$ cat src/rtl/bus_arbiter.sv
`default_nettype none
// ============================================================================
// Module      : bus_arbiter
// Description : Round-robin arbiter sharing the single 17-bit system RAM port
//               between SPI commands (decoded by spi1) and video fetches.
//               Each grant runs a fixed ACCESS_CYCLES-long RAM cycle, followed
//               by a one-cycle completion pulse to the granted requester.
//
// Parameters  : ACCESS_CYCLES  clk_sys_i cycles RAM controls are held per
//                              access (legal range 1..15)
//
// Ports       : clk_sys_i      system clock, single domain
//               reset_i        asynchronous active-high reset
//               spi_valid_i    SPI command pending (level)
//               spi_addr_i     SPI command address
//               spi_data_i     SPI write data
//               spi_rw_ni      SPI direction, 0 = write, 1 = read
//               spi_ready_o    1-cycle pulse, SPI command done
//               spi_rd_data_o  SPI read result, held until next SPI read
//               video_req_i    video fetch pending (level, read only)
//               video_addr_i   video fetch address
//               video_ack_o    1-cycle pulse, video fetch done
//               video_data_o   video read result, held until next fetch
//               ram_addr_o     RAM address
//               ram_data_o     RAM write data
//               ram_data_i     RAM read data
//               ram_oe_o       RAM output enable (reads)
//               ram_we_o       RAM write enable (SPI writes only)
//
// Revision    : 1.0  initial release
// ============================================================================
module bus_arbiter #(
    parameter int ACCESS_CYCLES = 3
) (
    input  logic        clk_sys_i,
    input  logic        reset_i,
    input  logic        spi_valid_i,
    input  logic [16:0] spi_addr_i,
    input  logic [7:0]  spi_data_i,
    input  logic        spi_rw_ni,
    output logic        spi_ready_o,
    output logic [7:0]  spi_rd_data_o,
    input  logic        video_req_i,
    input  logic [16:0] video_addr_i,
    output logic        video_ack_o,
    output logic [7:0]  video_data_o,
    output logic [16:0] ram_addr_o,
    output logic [7:0]  ram_data_o,
    input  logic [7:0]  ram_data_i,
    output logic        ram_oe_o,
    output logic        ram_we_o
);

    localparam logic [1:0] c_st_idle   = 2'd0;
    localparam logic [1:0] c_st_access = 2'd1;
    localparam logic [1:0] c_st_done   = 2'd2;

    // Requester identifiers used for the grant and last-grant registers.
    localparam logic c_sel_spi   = 1'b0;
    localparam logic c_sel_video = 1'b1;

    // The down-counter starts at ACCESS_CYCLES-1 and the access ends on the
    // cycle it reads zero, so the RAM sees exactly ACCESS_CYCLES cycles.
    localparam logic [3:0] c_cnt_load = 4'(ACCESS_CYCLES - 1);

    logic [1:0] r_state;
    logic [3:0] r_cnt;
    logic       r_last_grant;
    logic       r_grant;
    logic       r_read;

    logic       w_grant_spi;
    logic       w_grant_video;
    logic       w_grant_read;
    logic [16:0] w_grant_addr;

    // Round-robin decision: a lone request always wins; on a tie the
    // requester that was not served last goes first.
    always_comb begin
        w_grant_spi   = 1'b0;
        w_grant_video = 1'b0;
        if (spi_valid_i && video_req_i) begin
            if (r_last_grant == c_sel_video) begin
                w_grant_spi = 1'b1;
            end else begin
                w_grant_video = 1'b1;
            end
        end else begin
            w_grant_spi   = spi_valid_i;
            w_grant_video = video_req_i;
        end
    end

    assign w_grant_read = w_grant_video ? 1'b1 : spi_rw_ni;
    assign w_grant_addr = w_grant_video ? video_addr_i : spi_addr_i;

    // The registered RAM address / write-data outputs double as the latched
    // copies of the granted request; they are loaded on grant and held for
    // the whole ACCESS state while the requester inputs are ignored.
    always_ff @(posedge clk_sys_i or posedge reset_i) begin
        if (reset_i) begin
            r_state       <= c_st_idle;
            r_cnt         <= 4'd0;
            r_last_grant  <= c_sel_video;
            r_grant       <= c_sel_spi;
            r_read        <= 1'b0;
            spi_ready_o   <= 1'b0;
            spi_rd_data_o <= 8'd0;
            video_ack_o   <= 1'b0;
            video_data_o  <= 8'd0;
            ram_addr_o    <= 17'd0;
            ram_data_o    <= 8'd0;
            ram_oe_o      <= 1'b0;
            ram_we_o      <= 1'b0;
        end else begin
            // Completion pulses last a single cycle.
            spi_ready_o <= 1'b0;
            video_ack_o <= 1'b0;

            case (r_state)
                c_st_idle: begin
                    if (w_grant_spi || w_grant_video) begin
                        r_grant      <= w_grant_video ? c_sel_video : c_sel_spi;
                        r_last_grant <= w_grant_video ? c_sel_video : c_sel_spi;
                        r_read       <= w_grant_read;
                        r_cnt        <= c_cnt_load;
                        ram_addr_o   <= w_grant_addr;
                        ram_oe_o     <= w_grant_read;
                        ram_we_o     <= ~w_grant_read;
                        ram_data_o   <= w_grant_read ? 8'd0 : spi_data_i;
                        r_state      <= c_st_access;
                    end
                end

                c_st_access: begin
                    if (r_cnt == 4'd0) begin
                        if (r_read) begin
                            if (r_grant == c_sel_video) begin
                                video_data_o <= ram_data_i;
                            end else begin
                                spi_rd_data_o <= ram_data_i;
                            end
                        end
                        if (r_grant == c_sel_video) begin
                            video_ack_o <= 1'b1;
                        end else begin
                            spi_ready_o <= 1'b1;
                        end
                        ram_addr_o <= 17'd0;
                        ram_data_o <= 8'd0;
                        ram_oe_o   <= 1'b0;
                        ram_we_o   <= 1'b0;
                        r_state    <= c_st_done;
                    end else begin
                        r_cnt <= r_cnt - 4'd1;
                    end
                end

                c_st_done: begin
                    r_state <= c_st_idle;
                end

                default: begin
                    r_state <= c_st_idle;
                end
            endcase
        end
    end

endmodule
`default_nettype wire
$ cat config.mk
export PLATFORM = sky130hd
export DESIGN_NAME = bus_arbiter
export DESIGN_NICKNAME = d
export VERILOG_FILES = /design/src/rtl/bus_arbiter.sv
export SDC_FILE = /design/constraint.sdc
export NUM_CORES = 1
export LEC_CHECK = 0
export ABC_AREA = 1
export CAP_MARGIN = 20
export CORE_UTILIZATION = 39
export CTS_CLUSTER_DIAMETER = 60
export DETAILED_ROUTE_END_ITERATION = 7
export PLACE_DENSITY = 0.83
export SLEW_MARGIN = 20
export SYNTH_ARGS = -nofsm -noshare
export SYNTH_HDL_FRONTEND = slang
export SYNTH_SLANG_ARGS = --single-unit
export TNS_END_PERCENT = 20
$ cat constraint.sdc
create_clock -name clk_sys_i -period 1.6 [get_ports clk_sys_i]
set_input_delay 0.4 -clock clk_sys_i [delete_from_list [all_inputs] [get_ports clk_sys_i]]
set_output_delay 0.4 -clock clk_sys_i [all_outputs]
set_load 0.05 [all_outputs]
# Word level (Yosys, flattened, before mapping)
# Index checks and enable logic that the tools add are counted.
[word_totals] reg_bits=54 in_bits=55 out_inout_bits=45 elab_cells=62
[op_classes] add_sub_neg=1 eq_ne=4 n_mux=31 bitwise_logic=2 n_reduce_logical=11
[op_table] op="$mux 17" count=3
[op_table] op="$pmux 17 s2" count=1
[op_table] op="$mux 8" count=3
[op_table] op="$pmux 8 s2" count=1
[op_table] op="$mux 1" count=15
[op_table] op="$mux 4" count=2
[op_table] op="$pmux 4 s2" count=1
[op_table] op="$reduce_and 4->1" count=2
[op_table] op="$ne 2x2->1 const B" count=3
[op_table] op="$reduce_and 3->1" count=2
[op_table] op="$logic_not 4->1" count=1
[op_table] op="$mux 2" count=2
[op_table] op="$pmux 1 s2" count=2
[op_table] op="$pmux 2 s2" count=1
[op_table] op="$reduce_and 2->1" count=2
[op_table] op="$sub 4x1->4 const B" count=1
[op_table] op="$eq 2x1->1 const B" count=1
[op_table] op="$logic_not 2->1" count=1
[op_table] op="$not 1->1" count=2
[op_table] op="$reduce_bool 2->1" count=1
[op_table] op="$logic_and 1x1->1" count=1
[op_table] op="$logic_or 1x1->1" count=1

# Longest topological paths before layout
[depth] depth_word=6 mapped_depth=8 depth_no_buf=7

# Least setup slack after synthesis
# OpenSTA, ideal clock, no wires.
[synth_timing] kind="flip-flop to flip-flop" from="reg r_cnt[0]" to="reg spi_rd_data_o[3]" setup_time_ps=119 arrival_time_ps=1292 required_ps=1481 setup_slack_ps=189 path_stages_with_launch=9 n_path_buf=1 synth_period_minus_slack_ps=1411 cell_sequence="dfrtp_1 > inv_1 > ha_1 > nand2_2 > nor2_8 > nand2_4 > buf_6 > nand2_2 > o21ai_2"
[synth_via] elab_chain_cells=2
[synth_lines] item="from (decl)" line="67" rtl="logic [3:0] r_cnt;"
[synth_lines] item="from (signal assigned)" line="126" rtl="r_cnt <= c_cnt_load;"
[synth_lines] item="from (signal assigned)" line="155" rtl="r_cnt <= r_cnt - 4'd1;"
[synth_lines] item="$logic_not 4->1" line="136" rtl="if (r_cnt == 4'd0) begin"
[synth_lines] item="$reduce_and 4->1 (no line)"
[synth_lines] item="to (signal assigned)" line="141" rtl="spi_rd_data_o <= ram_data_i;"
[synth_lines] item="to (decl)" line="42" rtl="output logic [7:0] spi_rd_data_o,"
# Every way passes these cells.
# A chain may end at the register's enable or synchronous reset.

# Worst setup path in the final report
[layout_timing] from="reg r_cnt[0]" to="reg video_data_o[4]"
[layout_via] elab_chain_cells=2
[layout_lines] item="$logic_not 4->1" line="136"
[layout_lines] item="$reduce_and 4->1 (no line)"
[layout_lines] item="to (signal assigned)" line="139" rtl="video_data_o <= ram_data_i;"
[layout_lines] item="to (decl)" line="46" rtl="output logic [7:0] video_data_o,"
# Every way passes these cells.

==> qor.yml <==
outcome: "complete, no violations"
peakVddDrop_mv: 1.49
vias_in_the_first_global_route: 2255
crit_arrival_ns: 1.68
gp_congestion: 0.765
core_area_sq_um: 6310
largest_family_of_logic_cells_by_synthesized_area: "simple AND/OR/NAND/NOR gates"
yosys-mux-area-fraction_pct: 0
hp-class: "register to register"
timing.critical_path.required_ns: 1.81
setup-tns-final_ns: 0
ctsResizeCount: 0
die-height_um: 82.7
synth.net_count: 346
grt_max_degree: 55
antenna_violating_nets_post_route: 0
wire_per_inst_um: 13.6
worst_r2r_startpoint: "r_cnt[0]$_DFFE_PP0P_"
grt_pass1_wl_um: 10300
cts-buffers-inserted: 5
groute.usage.overall_pct: 20.2
async_flop_share_pct: 100
setup.worst_path.end_class: "register"
grt_setup_unrepaired: "false"
setup_ws_ns: 0.122
holdBufCountCts: 0
period_utilization_pct: 92.4
yosysTopAreaCell: "sky130_fd_sc_hd__dfrtp_1"
instances_no_fill: 479
grt_util_met1_pct: 21.3
layout-drive-gt1-share_pct: 26.1
final-setup-viol-count: 0
setup.worst_path.start: "r_cnt[0]$_DFFE_PP0P_"
synth_simple_gate_area_share_pct: 31.6
busiest_layer: "met2"
power_density_nw_per_um2: 2230
syn_avg_cell_area_sq_um: 8.80
synthXorXnorAreaFrac_pct: 0.344
portBuffers: 99
dp_wirelength_um: 4920
timing.max_slew.rel_slack_pct: 77.1
post-synth-top-area-fraction_pct: 52.2
fin_worst_skew_ns: 0.00931
detail_route.wirelength_um: 6520
worst_skew_pair.late_latency_ns: 0.31
reg2regPathDepth: 7
cts_root_buffer: "sky130_fd_sc_hd__clkbuf_8"
critical_path.reg2reg.endpoint: "video_data_o[4]$_DFFE_PP0P_"
floorplan.die_area_sq_um: 6850
chipWidth_um: 82.7
postCtsSetupRepairBufs: 0
largest_buffer_count_on_any_clock_path: 2
std_cell_rows: 29
cellLeakagePower_uw: 0.00216
total_power_uw: 9510
pre_cts_ws_ns: -0.156
hold_ws_ns: 0.474
finalCriticalPeriod_ns: 1.48
netlist_area_sq_um: 2540
adder_and_majority_cell_fraction_of_the_synthesized_area_pct: 0.984
drc_errors: 0
ff2ff_setup_slack_ns: 0.12
fmaxAchievable_mhz: 676
netlist_instances: 289
avgViaCountPerCell: 4.76
post_synth_main_area_contributors: "sky130_fd_sc_hd__dfrtp_1, sky130_fd_sc_hd__nand2_1, sky130_fd_sc_hd__o21ai_2, sky130_fd_sc_hd__nand3_1, sky130_fd_sc_hd__inv_1"
number_of_enable_flip_flop_cells_after_synthesis: 0
fin_nets: 458
drt_iter0_markers: 51
cts.reportedPaths.clkPinSlew_ns: 0.10
cts-htree-levels: 2
cts_tree: "yes"
met2_track_usage_gr_pct: 36.6
post-place-cells: 471
pin_count: 100
synth_compound_area_share_pct: 7.38
setup.worst_path.class: "register to register"
routed-via-count: 2279
max_slew.worst_pin.slew_ns: 0.343
synth.yosys.warnings: 0
synth.lib_cells_used.distinct: 26
grt_util_met3_pct: 7.80
ys_seq_area_share_pct: 53.2
final-hold-violation-count: 0
crit_path_max_fanout: 16
insertedDiodeCount: 0
tritoncts_num_sinks: 54
cap_viol_max_count: 0
grt_antenna_before_repair: 0
area_growth_synth_to_finish_pct: 67.8
grt_remaining_overflow: 0
timing.final.max_slew_violations: 0
firstDrtPassIters: 6
synth.ff_latch_count: 54
synth_ff_type: "sky130_fd_sc_hd__dfrtp_1"
initial_core_util_pct: 40.3
critPathCapture: "video_data_o[4]$_DFFE_PP0P_"
start_kind: "register"
[state kept, by name, summed over array words and instances, names as in the netlist, 2 cells and up]
register	flops
r_cnt	4
r_state	2
ram_addr_o	17
ram_data_o	8
spi_rd_data_o	8
video_data_o	8
[logic make-up after synthesis]
| group | after synthesis |
|---|---|
| buffers and inverters | 30 |
| AND/OR/NAND/NOR | 179 |
| XOR/XNOR | 1 |
| AO/OA/AOI/OAI | 23 |
| adder cells (fa/ha/maj) | 2 |
| flip-flops | 54 |
[stage by stage]
step                      util (%)  instance area (sq um)
after floorplan                  -                   2550
after global placement        65.8                   4150
after detailed placement      65.8                   4150
after CTS                     67.6                   4270
after global routing          67.6                   4270
final                         67.6                   4270
[metal layers]
metal,routed length (um),vias up
li1,-,1118
met1,2460,1074
met2,3360,79
met3,611,8
met4,82,0
met5,0,-
[cell usage in the layout, fill, tap and decap left out, types with 2 or more instances in the layout]
cell                              count
sky130_fd_sc_hd__ha_1                 2
sky130_fd_sc_hd__nand2_2              6
sky130_fd_sc_hd__inv_6                2
sky130_fd_sc_hd__inv_1               17
sky130_fd_sc_hd__nand2_1            136
sky130_fd_sc_hd__clkbuf_8             5
sky130_fd_sc_hd__nor2_1               7
sky130_fd_sc_hd__nor2_2               2
sky130_fd_sc_hd__o21ai_2             16
sky130_fd_sc_hd__nand2_4              2
sky130_fd_sc_hd__buf_12              48
sky130_fd_sc_hd__o21ai_0              5
sky130_fd_sc_hd__dfrtp_1             53
sky130_fd_sc_hd__nand3_1             20
sky130_fd_sc_hd__buf_4               11
sky130_fd_sc_hd__clkdlybuf4s50_1     54
sky130_fd_sc_hd__nor2_8               2
sky130_fd_sc_hd__inv_2                2
[layout make-up]
cell class,instances,area (sq um)
clock buffers,5,68.8
clock inverters,3,43.8
multi-input cells,205,1030
well taps,77,96.3
fillers,476,2050
flip-flops and latches,54,1350
inverters,22,93.8
repair buffers,113,1580
[power breakdown]
part | total [uW] | switching, uW | internal [uW]
registers | 2580 | 618 | 1960
logic | 6020 | 3320 | 2690
clock network | 923 | 454 | 469
[critical path, cell delays in order, from the launching register on]
cell                      delay [ns]
sky130_fd_sc_hd__dfrtp_1        0.40
sky130_fd_sc_hd__inv_1          0.08
sky130_fd_sc_hd__ha_1           0.25
sky130_fd_sc_hd__nand2_2        0.14
sky130_fd_sc_hd__nor2_8         0.16
sky130_fd_sc_hd__nand2_4        0.16
sky130_fd_sc_hd__nand2_1        0.13
sky130_fd_sc_hd__o21ai_2        0.05
[how the worst min path moves through the flow]
stage | start | endpoint | cells past startpoint
floorplan | r_last_grant$_DFFE_PP1P_ | r_last_grant$_DFFE_PP1P_ | 2
global placement | r_last_grant$_DFFE_PP1P_ | r_last_grant$_DFFE_PP1P_ | 2
detailed placement | r_last_grant$_DFFE_PP1P_ | r_last_grant$_DFFE_PP1P_ | 2
CTS | r_last_grant$_DFFE_PP1P_ | r_last_grant$_DFFE_PP1P_ | 2
global route | r_last_grant$_DFFE_PP1P_ | r_last_grant$_DFFE_PP1P_ | 2
finish | r_last_grant$_DFFE_PP1P_ | r_last_grant$_DFFE_PP1P_ | 2
[cell usage after synthesis, types with 2 or more instances]
master and count:
sky130_fd_sc_hd__buf_2 2, sky130_fd_sc_hd__buf_6 5, sky130_fd_sc_hd__dfrtp_1 53, sky130_fd_sc_hd__ha_1 2, sky130_fd_sc_hd__inv_1 18, sky130_fd_sc_hd__inv_2 2, sky130_fd_sc_hd__nand2_1 136, sky130_fd_sc_hd__nand2_2 6
sky130_fd_sc_hd__nand2_4 2, sky130_fd_sc_hd__nand3_1 20, sky130_fd_sc_hd__nor2_1 7, sky130_fd_sc_hd__nor2_2 2, sky130_fd_sc_hd__nor2_8 2, sky130_fd_sc_hd__o21ai_0 5, sky130_fd_sc_hd__o21ai_2 16
No activity file was read; power rests on OpenSTA's default activity.
==> patch, RTL diff (same flow settings) <==
Make the reset (`reset_i`) synchronous in one clocked block. Comments in the files are not updated.
--- a/src/rtl/bus_arbiter.sv
+++ b/src/rtl/bus_arbiter.sv
@@ -97,7 +97,7 @@
     // The registered RAM address / write-data outputs double as the latched
     // copies of the granted request; they are loaded on grant and held for
     // the whole ACCESS state while the requester inputs are ignored.
-    always_ff @(posedge clk_sys_i or posedge reset_i) begin
+    always_ff @(posedge clk_sys_i) begin
         if (reset_i) begin
             r_state       <= c_st_idle;
             r_cnt         <= 4'd0;
Check against the original RTL: differs if reset_i is asserted again (counterexample within 4 cycles, from zero or initial values and one cycle with reset_i high); with reset_i held inactive, the same outputs for 10 cycles.
==> patch against the original RTL <==
  * Area after synthesis is 0.30% higher
  * Global-route usage is 0.27 points higher
  * Synthesized cell count is 28% higher
  * Routed wire length is 5.0% higher
  * Cell area is 1.8% lower
  * Via count is 17% higher
  * Sequential cell count stayed put
  * Setup slack better by 36 ps
  * First-iteration DRC count is 120% higher
  * Largest cell class unchanged
Power is not compared: it rests on default switching activity, and its combinational part moved more than twofold at a synthesized area within 25%.
==> patch: results (changes against the original RTL) <==
- Layout cells sized above 1: 0.164 (was 0.261)
- Sequential fraction of the synthesis area: 0.424 (was 0.532)
- Total iterations of the first detailed-routing run: 4 (was 6)
- Fill count: 535 (was 476)
- Synthesized Nets: 427 (was 346)
- Nets: 525 (was 458)
- Total CTS buffers: 5 (unchanged)
- Minimum hold slack: 511 ps (was 474 ps)
- Worst Hold Path EP: spi_ready_o (was r_last_grant)
- DP Worst Slack: -137 ps (was -156 ps)
- Final GP Congestion: 0.860 (was 0.765)
- Total GRT Usage: 0.204 (was 0.202)
- DR WL/cell: 12.5 µm (was 13.6 µm)
- IR drop worst, VDD: 0.000533 V
- Synth cell count leaders: nand2_1, inv_1, dfxtp_1 (was nand2_1, dfrtp_1, nand3_1)
- Initial DRC count: 114 (was 51)
- Final wirelength: 6840 µm (was 6520 µm)
- Cell Area, Placed: 4080 µm² (was 4150 µm²)
- Headroom to the max-slew limit: 0.779 (was 0.771)
- Post-synthesis cell count: 370 (was 289)
- Worst-path clk slew: 90 ps
- Final Skew: 7.84 ps (was 9.31 ps)
- Distinct cells, synth: 27 (was 26)
- Reg2Reg Depth: 8 (was 7)
- Largest fanout on the critical path: 20 (was 16)
- Cts repair resizes: 0 (unchanged)
- Biggest register: ram_addr_o (unchanged)
- First-pass GRT wire length: 11600 µm (was 10300 µm)
- Vias in the first global route: 2668 (was 2255)
- Worst hold start: r_grant (was r_last_grant)
- Placed Cells incl. Taps: 538 (was 471)
- R2r endpoint: ram_addr_o[1] (was video_data_o[4])
- FFs w/ async S/R, synth: 0 (was 1.00)
- Root Driver: clkbuf_8 (unchanged)
- Top_reg_cell synth: dfxtp_1 (was dfrtp_1)
- Status: finished clean (unchanged)
- Slowest CP cell: clkdlybuf4s50_1 (was dfrtp_1)
- Via/cell ratio: 4.89 (was 4.76)
- Worst R2R Start: r_cnt[0] (unchanged)
- Area contributors post-synth: dfxtp_1, nand2_1, inv_1, nand3_1, nor2_1 (was dfrtp_1, nand2_1, o21ai_2, nand3_1, inv_1)
- CP max stage delay: 580 ps (was 400 ps)
- Largest net degree at the start of global routing: 28 (was 55)
- Dpl hpwl: 5240 µm (was 4920 µm)
- WHS Path Cells: 1 (was 2)
- R2R setup slack: 170 ps (was 120 ps)
- FF/Latch Area: 1080 µm² (was 1350 µm²)
patch: changes by cell type after synthesis, moves of 4 or more:
cell	before	now
buf_2	2	12
dfrtp_1	53	0
nand3b_1	0	4
nand2_1	136	78
o21ai_2	16	0
nor2_1	7	51
a21oi_1	0	21
nand3_1	20	39
o21ai_0	5	1
dfxtp_1	0	54
inv_1	18	55
nand4_1	1	24
nand2_2	6	2
buf_6	5	1
patch: critical path: cells and delay by family:
kind,cells,cell delay [ps]
AOI/OAI and AO/OA,2,280
and+or+nand+nor,1,150
buffers and inverters,2,850
patch: how the worst max path moves through the flow:
stage               slack (ps)        start             end  cells after the start
floorplan                  330     r_cnt[0]  ram_addr_o[10]                      8
global placement           -90  video_req_i  ram_addr_o[14]                      5
detailed placement        -140  video_req_i  ram_addr_o[14]                      5
CTS                        160     r_cnt[0]   ram_addr_o[1]                      8
global route                30     r_cnt[0]   ram_data_o[3]                      9
finish                     160  video_req_i   ram_addr_o[1]                      5
patch: cells by family after synthesis:
family | after synthesis | share of synthesized area
compound gates | 27 | 0.0608
flops | 54 | 0.424
simple gates | 208 | 0.378
fa+ha+maj | 2 | 0.00981
buf+inv | 79 | 0.127
patch: area by class of cell:
| type | instances | area share |
|---|---|---|
| repair buffers | 108 | 0.363 |
| multi-input cells | 237 | 0.273 |
| well taps | 77 | 0.0230 |
| clock buffers | 7 | 0.0182 |
| clock inverters | 1 | 0.00717 |
| flip-flops and latches | 54 | 0.258 |
| inverters | 62 | 0.0568 |
patch: report_power, final:
part | switching (mW) | internal [mW] | total [mW]
logic | 1.13 | 0.869 | 2.00
clock network | 0.422 | 0.469 | 0.891
registers | 0.167 | 1.51 | 1.68
total | 1.72 | 2.85 | 4.56
patch: layer usage:
metal  vias up  track usage  wire length [µm]
met5         -            0                 0
met4         0       0.0690               147
met3        17       0.0656               458
met2       101        0.367              3440
met1      1188        0.226              2800
li1       1362            -                 -
